**config.mk**
```make
export PLATFORM = sky130hd
export DESIGN_NAME = uart_tx_sched
export DESIGN_NICKNAME = d
export VERILOG_FILES = /design/src/rtl/uart_tx_sched_pkg.sv /design/src/rtl/uart_tx_rr_arb.sv /design/src/rtl/uart_tx_sched.sv
export SDC_FILE = /design/constraint.sdc
export NUM_CORES = 1
export LEC_CHECK = 0
export BUFFER_PORTS_ARGS = -buffer_cell sky130_fd_sc_hd__buf_2
export CORE_ASPECT_RATIO = 0.75
export CORE_MARGIN = 8
export CORE_UTILIZATION = 50
export DETAILED_ROUTE_END_ITERATION = 8
export PLACE_DENSITY = 0.82
export SETUP_SLACK_MARGIN = 0.2
export SLEW_MARGIN = 20
export SYNTH_ARGS = -nofsm -noshare
export SYNTH_HDL_FRONTEND = slang
export SYNTH_HIERARCHICAL = 1
export SYNTH_SLANG_ARGS = --single-unit
```
**constraint.sdc**
```tcl
create_clock -name clk -period 2.5 [get_ports clk]
set_clock_uncertainty 0.05 [all_clocks]
set_input_delay 0.125 -clock clk [delete_from_list [all_inputs] [get_ports clk]]
set_output_delay 0.125 -clock clk [all_outputs]
set_load 0.01 [all_outputs]
```
**src/rtl/uart_tx_sched_pkg.sv**
```systemverilog
// Shared types for the UART transmit scheduler: FSM state encoding and grant identity.
package uart_tx_sched_pkg;
  localparam int DATA_WIDTH_DEF = 8;

  typedef enum logic [1:0] {
    IDLE    = 2'd0,
    SEND    = 2'd1,
    WAIT_HI = 2'd2,
    WAIT_LO = 2'd3
  } state_t;

  typedef enum logic {
    GRANT_ALU = 1'b0,
    GRANT_RF  = 1'b1
  } grant_t;
endpackage

```
**src/rtl/uart_tx_rr_arb.sv**
```systemverilog
// Two-requester round-robin arbiter; last_grant advances only when grant_en commits a grant.
module uart_tx_rr_arb
  import uart_tx_sched_pkg::*;
(
  input  logic   clk,
  input  logic   rst,
  input  logic   grant_en,
  input  logic   alu_req,
  input  logic   rf_req,
  output logic   grant_valid,
  output grant_t grant
);
  grant_t last_grant;

  always_comb begin
    grant_valid = alu_req | rf_req;
    grant       = GRANT_ALU;
    if (alu_req && rf_req) begin
      grant = (last_grant == GRANT_ALU) ? GRANT_RF : GRANT_ALU;
    end else if (rf_req) begin
      grant = GRANT_RF;
    end
  end

  // Reset to RF so that the ALU wins the first tie.
  always_ff @(posedge clk or posedge rst) begin
    if (rst) begin
      last_grant <= GRANT_RF;
    end else if (grant_en && grant_valid) begin
      last_grant <= grant;
    end
  end
endmodule

```
**src/rtl/uart_tx_sched.sv**
```systemverilog
// Shares one UART transmitter between the ALU word path and the register-file byte path,
// sending each request LSB byte first and pacing every byte on tx_busy.
module uart_tx_sched
  import uart_tx_sched_pkg::*;
#(
  parameter int DATA_WIDTH   = DATA_WIDTH_DEF,
  parameter int ALU_BYTES    = 2,
  parameter int BUSY_TIMEOUT = 4
) (
  input  logic                            clk,
  input  logic                            rst,
  input  logic                            alu_req,
  input  logic [ALU_BYTES*DATA_WIDTH-1:0] alu_data,
  output logic                            alu_ack,
  input  logic                            rf_req,
  input  logic [DATA_WIDTH-1:0]           rf_data,
  output logic                            rf_ack,
  output logic [DATA_WIDTH-1:0]           p_data,
  output logic                            data_valid,
  input  logic                            tx_busy,
  output logic                            sched_busy,
  output logic                            timeout_err
);
  localparam int WORD_W = ALU_BYTES * DATA_WIDTH;
  localparam int CNT_W  = $clog2(ALU_BYTES + 1);
  localparam int TO_W   = $clog2(BUSY_TIMEOUT + 1);
  localparam logic [CNT_W-1:0] ALU_CNT  = CNT_W'(ALU_BYTES);
  localparam logic [CNT_W-1:0] ONE_CNT  = CNT_W'(1);
  localparam logic [TO_W-1:0]  TO_LAST  = TO_W'(BUSY_TIMEOUT - 1);

  state_t            state;
  logic [WORD_W-1:0] shreg;
  logic [CNT_W-1:0]  byte_cnt;
  logic [TO_W-1:0]   to_cnt;
  logic              grant_en;
  logic              grant_valid;
  grant_t            grant;
  logic [WORD_W-1:0] cap_word;
  logic [WORD_W-1:0] next_word;

  // Grants are only committed from IDLE with the transmitter free.
  assign grant_en = (state == IDLE) && !tx_busy;

  uart_tx_rr_arb u_arb (
    .clk         (clk),
    .rst         (rst),
    .grant_en    (grant_en),
    .alu_req     (alu_req),
    .rf_req      (rf_req),
    .grant_valid (grant_valid),
    .grant       (grant)
  );

  always_comb begin
    cap_word = '0;
    if (grant == GRANT_ALU) begin
      cap_word = alu_data;
    end else begin
      cap_word[DATA_WIDTH-1:0] = rf_data;
    end
    next_word = shreg >> DATA_WIDTH;
  end

  always_ff @(posedge clk or posedge rst) begin
    if (rst) begin
      state       <= IDLE;
      shreg       <= '0;
      byte_cnt    <= '0;
      to_cnt      <= '0;
      p_data      <= '0;
      data_valid  <= 1'b0;
      alu_ack     <= 1'b0;
      rf_ack      <= 1'b0;
      sched_busy  <= 1'b0;
      timeout_err <= 1'b0;
    end else begin
      data_valid <= 1'b0;
      alu_ack    <= 1'b0;
      rf_ack     <= 1'b0;
      case (state)
        IDLE: begin
          if (grant_en && grant_valid) begin
            shreg      <= cap_word;
            p_data     <= cap_word[DATA_WIDTH-1:0];
            byte_cnt   <= (grant == GRANT_ALU) ? ALU_CNT : ONE_CNT;
            alu_ack    <= (grant == GRANT_ALU);
            rf_ack     <= (grant == GRANT_RF);
            data_valid <= 1'b1;
            sched_busy <= 1'b1;
            state      <= SEND;
          end
        end
        SEND: begin
          to_cnt <= '0;
          state  <= WAIT_HI;
        end
        WAIT_HI: begin
          if (tx_busy) begin
            to_cnt <= '0;
            state  <= WAIT_LO;
          end else if (to_cnt >= TO_LAST) begin
            // Transmitter never picked the byte up: strobe it again, p_data unchanged.
            to_cnt      <= '0;
            data_valid  <= 1'b1;
            timeout_err <= 1'b1;
            state       <= SEND;
          end else if (to_cnt != '1) begin
            to_cnt <= to_cnt + TO_W'(1);
          end
        end
        WAIT_LO: begin
          if (!tx_busy) begin
            if (byte_cnt > ONE_CNT) begin
              shreg      <= next_word;
              p_data     <= next_word[DATA_WIDTH-1:0];
              byte_cnt   <= byte_cnt - ONE_CNT;
              data_valid <= 1'b1;
              state      <= SEND;
            end else begin
              byte_cnt   <= '0;
              sched_busy <= 1'b0;
              state      <= IDLE;
            end
          end
        end
        default: state <= IDLE;
      endcase
    end
  end
endmodule

```
---- Word-level counts from Yosys, hierarchy flattened ----
Cells that the tools add are included.
cells by class
  add/sub/neg operators ................... 2
  $lt $le $gt $ge ......................... 2
  eq/ne operators ......................... 10
  multiplexer cells ....................... 42
  bitwise logic cells ..................... 3
  reductions and logical operators ........ 13
operators with widths
  kind                                                 number
  two-way mux 16 bit                                   3
  two-way mux 8 bit                                    5
  one-hot mux 16 bit (2 select lines)                  1
  two-way mux 1 bit                                    16
  two-way mux 2 bit                                    8
  one-hot mux 8 bit (2 select lines)                   1
  two-way mux 3 bit                                    3
  AND reduction 3 bit                                  3
  one-hot mux 2 bit (4 select lines)                   1
  AND reduction 4 bit                                  2
  inequality test 2 bit, second input constant         3
  inequality test 3 bit, second input constant         2
  one-hot mux 3 bit (2 select lines)                   1
  == test 2 bit, second input constant                 2
  inequality test 4 bit, second input constant         1
  one-hot mux 2 bit (2 select lines)                   1
  nonzero test 2 bit                                   2
  adder 3 x 1 -> 3 bit, second input constant          1
  >= comparator 3 x 2 -> 1 bit, second input constant  1
  logical AND 1 bit                                    3
  one-hot mux 1 bit (3 select lines)                   1
  == test 2 x 1 -> 1 bit, second input constant        1
  > comparator 2 x 1 -> 1 bit, second input constant   1
  zero test 2 bit                                      1
  7 further kinds                                      8
storage, ports and cells
  register bits after elaboration ......... 37
  input port bits ......................... 29
  output and inout port bits .............. 13
  word-level logic and storage cells ...... 83

---- Depth between registers and ports, before layout ----
  depth in word-level cells ............... 5
  mapped depth ............................ 8

---- Cells and area by module ----
Netlist, hierarchy kept.
by module, submodules not included
  module          times used  cells each  area each (um^2)
  uart_tx_sched   1           164         1,572.8
  uart_tx_rr_arb  1           6           55.1

---- Worst setup path after synthesis ----
No wires, ideal clock.
  path type ............................... reg-to-reg
  start point ............................. register state[0]
  end point ............................... register p_data[3]
  arrival ................................. 1.601 ns
  slack ................................... 0.730 ns
  stages on the path, launching flop included .. 9
  path buffers ............................ 2
  period minus slack after synthesis ...... 1.770 ns
  cell sequence ........................... dfrtp_1 -> inv_1 -> ha_1 -> nor2b_1 -> or3_1 -> buf_6 -> buf_6 -> nand2_1 -> o21ai_2
between the ends
  longest elaborated chain between the ends .. 5
  elaborated cells on any way between the ends .. 10
ends and longest elaborated chain
  element                                          line                                      source
  start, declared                                  uart_tx_sched.sv:31                       state_t state;
  start signal, assigned                           uart_tx_sched.sv:66                       state <= IDLE;
  start signal, assigned                           uart_tx_sched.sv:90                       state <= SEND;
  start signal, assigned                           uart_tx_sched.sv:95                       state <= WAIT_HI;
  zero test 2 bit                                  uart_tx_sched.sv:42, uart_tx_sched.sv:80
  logical AND 1 bit                                uart_tx_sched.sv:42                       assign grant_en = (state == IDLE) && !tx_busy;
  logical AND 1 bit                                uart_tx_sched.sv:82                       if (grant_en && grant_valid) begin
  inequality test 2 x 1 -> 1 bit (no source line)  --
  AND reduction 4 bit (no source line)             --
  end signal, assigned                             uart_tx_sched.sv:84                       p_data <= cap_word[DATA_WIDTH-1:0];
  end signal, assigned                             uart_tx_sched.sv:115                      p_data <= next_word[DATA_WIDTH-1:0];
  end, declared                                    uart_tx_sched.sv:18                       output logic [DATA_WIDTH-1:0] p_data,
Parallel ways exist; a longest one is shown, timed or not.
A chain may end at the register's enable or synchronous reset.

---- Final worst setup path ----
  start point ............................. input alu_req
  end point ............................... register p_data[3]
between the ends
  longest elaborated chain between the ends .. 5
  elaborated cells on any way between the ends .. 9
ends and longest elaborated chain
  element                             line                  source
  start, declared                     uart_tx_sched.sv:12   input logic alu_req,
  logical AND 1 bit                   uart_tx_rr_arb.sv:18  if (alu_req && rf_req) begin
  two-way mux 1 bit                   uart_tx_rr_arb.sv:18
  named net grant                     uart_tx_sched.sv:37   grant_t grant;
  two-way mux 8 bit                   uart_tx_sched.sv:56   if (grant == GRANT_ALU) begin
  two-way mux 8 bit                   uart_tx_sched.sv:82
  one-hot mux 8 bit (2 select lines)  uart_tx_sched.sv:80   case (state)
The timed path passes the listed nets, and every way through them passes these cells. The select of a mux whose other input is x is not followed.

==> metrics.cfg <==
[place]
pre_cts_slack_ps=521.3
portBuffers=41
place_hpwl_um=2529
gp_congestion=0.7856

[floorplanning]
rows=18
die_area_sq_um=5357
die_h_um=65.42
start_util_pct=50.90
io_pins=42
fp.coreArea_sq_um=3198
fp.dieW_um=81.89

[clocking]
cts_setup_buffers=0
cts_sinks=29
cts_buffers=5
worstSkewPairLatency_ps=280
cts-resized-gates=0
cts_max_path_buffers=2
clk_pin_slew_ps=60
cts-root-buf=clkbuf_8
cts_tree=yes
htree_num_levels=2

[synth]
synthCells=170
synth_area_sq_um=1628
ys_seq_elements=29
avgSynthCellArea_sq_um=9.575
synth_seq_area_share_pct=44.66
synth_warnings=6
ys_types=34
synth_fp_nets=207

[worst_setup_path]
endpoint_kind=register
crit_path_start_kind=input pin
worst_ep_arrival_time_ps=2130
cp_cell_sequence=dlygate4sd3_1 > buf_2 > a21boi_1 > buf_4 > mux2i_1 > nor2_1 > a21oi_1 > o21ai_2
crit_family=buffers and inverters
critical-path-max-stage-delay_ps=560
cp_data_required_time_ps=2610
crit_fanout=6
critPathBufInv=3
slowest_stage=a21boi_1
critical_path_class=in -> reg

[cells_and_area]
nets=245
n_antenna_cell=0
area_growth_pct=16.30
drive_gt1_share_pct=33.97

[timing]
fmax_mhz=495.3
tightest_slew_ps=687.3
rsz0062_at_grt=no
max_slew_margin_pct=54.09
setup_ws_ps=481.0
final-max-slew-violation-count=0
hold_viol=0
fin_setup_tns_ps=0
final.min_clock_period_ps=2019
final-setup-viol-count=0
fin_crit_sh_pct=80.76

[pwr]
clockPowerShare_pct=17.4
power.total_mw=2.083
p_int_mw=1.248
p_seq_share_pct=37.5
switching_share_pct=40.11
power.switching_uw=835.4
ir_drop_mv=0.4733
p_leak_nw=0.9567
powerDensity_nw_per_um2=1100
comb_power_share_pct=45.1

[worst_hold_path]
hold_class=in -> reg

[routing]
drc=0
via_per_inst=5.100
dr_total_vias=1270
drt_wl_total_um=3212
wl_per_cell_um=12.90
first_pass_iters=4
drt-initial-drc-count=54
drtAntennaViolNets=0

[grt]
grt_pass1_vias=1224
antenna_found_initial=0
grt-busiest-layer=met2
globalRouteMet3Util_pct=3.951
grt_overflow=0
grt_usage_pct=13.03
grt_max_degree=33
grt_pass1_wl_um=5416
use_met2_pct=19.67
met1_usage_pct=15.91

[run]
cap_viol_max_count=0

[outcome]
outcome=complete, no violations

synth_stat cells, drive strengths merged:
library cell,n,area share [%]
mux2i,9,5.5
or2,3,1.2
a21boi,1,0.46
nand2,30,6.9
buf,15,7.5
nor3b,1,0.46
or3,1,0.38
a22o,2,1.1
a31oi,5,1.9
o21ai,18,8.8
a211oi,1,0.46
nor2b,2,0.77
nand3b,1,0.46
nand2b,1,0.38
o32ai,1,0.54
o22ai,1,0.38
o31ai,1,0.46
dfstp,1,1.6
o221ai,1,0.54
inv,7,1.6
ha,8,6.1
nor3,2,0.61
o21a,1,0.46
mux2,1,0.69
clkbuf,2,0.46
nor2,12,2.8
a21oi,13,4.0
dfrtp,28,43
and2,1,0.38
tightest hold or removal path, delay by kind of cell:
kind / cells / cell delay, ps
buffers and inverters: 1 / 100
AND/OR/NAND/NOR: 1 / 60
AO/OA/AOI/OAI: 1 / 40
per-layer routing:
layer	routed length (um)	share of wire, %
met5	0	0
met4	83	2.6
met1	1418	44
met2	1540	48
met3	169	5.3
state kept, by name, summed over array words and instances, names as in the netlist:
register and count:
shreg 9, p_data 7, to_cnt 3, byte_cnt 2, state 2, alu_ack 1, data_valid 1, rf_ack 1
sched_busy 1, timeout_err 1, u_arb/last_grant 1
cell families (layout without fill, tap and decap cells):
family	Yosys count	count (layout)	synth area share (%)
compound gates	45	45	19.06
fa+ha+maj	8	8	6.149
buf+inv	24	63	9.608
flops	29	29	44.66
mux	10	10	6.226
simple gates	54	54	14.30
through the flow:
stage | cell area, sq um | std cells | utilization [%] | hold WS (ps)
after global routing | 1893 | 249 | 59.19 | 24.67
after CTS | 1893 | 249 | 59.19 | 17.79
after floorplan | 1628 | 170 | - | -35.30
after detailed placement | 1790 | 239 | 55.99 | 85.75
final | 1893 | 249 | 59.19 | 25.45
after global placement | 1790 | 239 | 55.99 | 80.05
final cells by class:
type	instances	area, sq um
fill	292	1305
multi-input combinational	117	744.5
sequential	29	726.9
timing repair buffer	48	262.8
clock buffer	6	72.57
tap	40	50.05
inverter	7	26.28
clock inverter	2	10.01
cells in the final DEF (no fill, tap or decap), drive strengths merged:
cell type | netlist | layout
mux2i | 9 | 9
a211oi | 1 | 1
dlygate4sd3 | 0 | 2
buf | 15 | 46
inv | 7 | 7
and2 | 1 | 1
dfstp | 1 | 1
o32ai | 1 | 1
mux2 | 1 | 1
dfrtp | 28 | 28
a21oi | 13 | 13
or2 | 3 | 3
nor2b | 2 | 2
nand2 | 30 | 30
nor2 | 12 | 12
nor3 | 2 | 2
nand3b | 1 | 1
nor3b | 1 | 1
o31ai | 1 | 1
ha | 8 | 8
o21a | 1 | 1
clkinv | 0 | 2
clkbuf | 2 | 6
a31oi | 5 | 5
o221ai | 1 | 1
or3 | 1 | 1
o22ai | 1 | 1
a21boi | 1 | 1
nand2b | 1 | 1
a22o | 2 | 2
o21ai | 18 | 18
path summary, 6_finish.rpt:
kind	startpoint	endpoint	slack [ps]	cells after the start
setup reg to reg	state[0]$_DFFE_PP0P_	p_data[0]$_DFFE_PP0P_	540	7
hold reg to reg	timeout_err$_DFFE_PP0P_	timeout_err$_DFFE_PP0P_	410	1
setup / recovery	alu_req	p_data[3]$_DFFE_PP0P_	480	8
min in group asynchronous	rst	u_arb/last_grant$_DFFE_PP1P_	350	3
hold / removal	alu_data[12]	shreg[12]$_DFFE_PP0P_	30	3
max in group asynchronous	rst	state[0]$_DFFE_PP0P_	1700	4
power by group through the flow:
stage,Combinational [mW],Clock [mW],Sequential [mW]
floorplan,0.827,0,0.767
global placement,0.913,0,0.782
detailed placement,0.944,0,0.792
CTS,0.949,0.372,0.784
global route,1.06,0.393,0.808
finish,0.939,0.363,0.781
repair_timing:
action / in CTS / in global routing
endpoints found under the setup margin: 0 / 0
hold buffers: 2 / 0
endpoints found under the hold margin: 30 / 0
No activity file was read; power rests on OpenSTA's default activity.
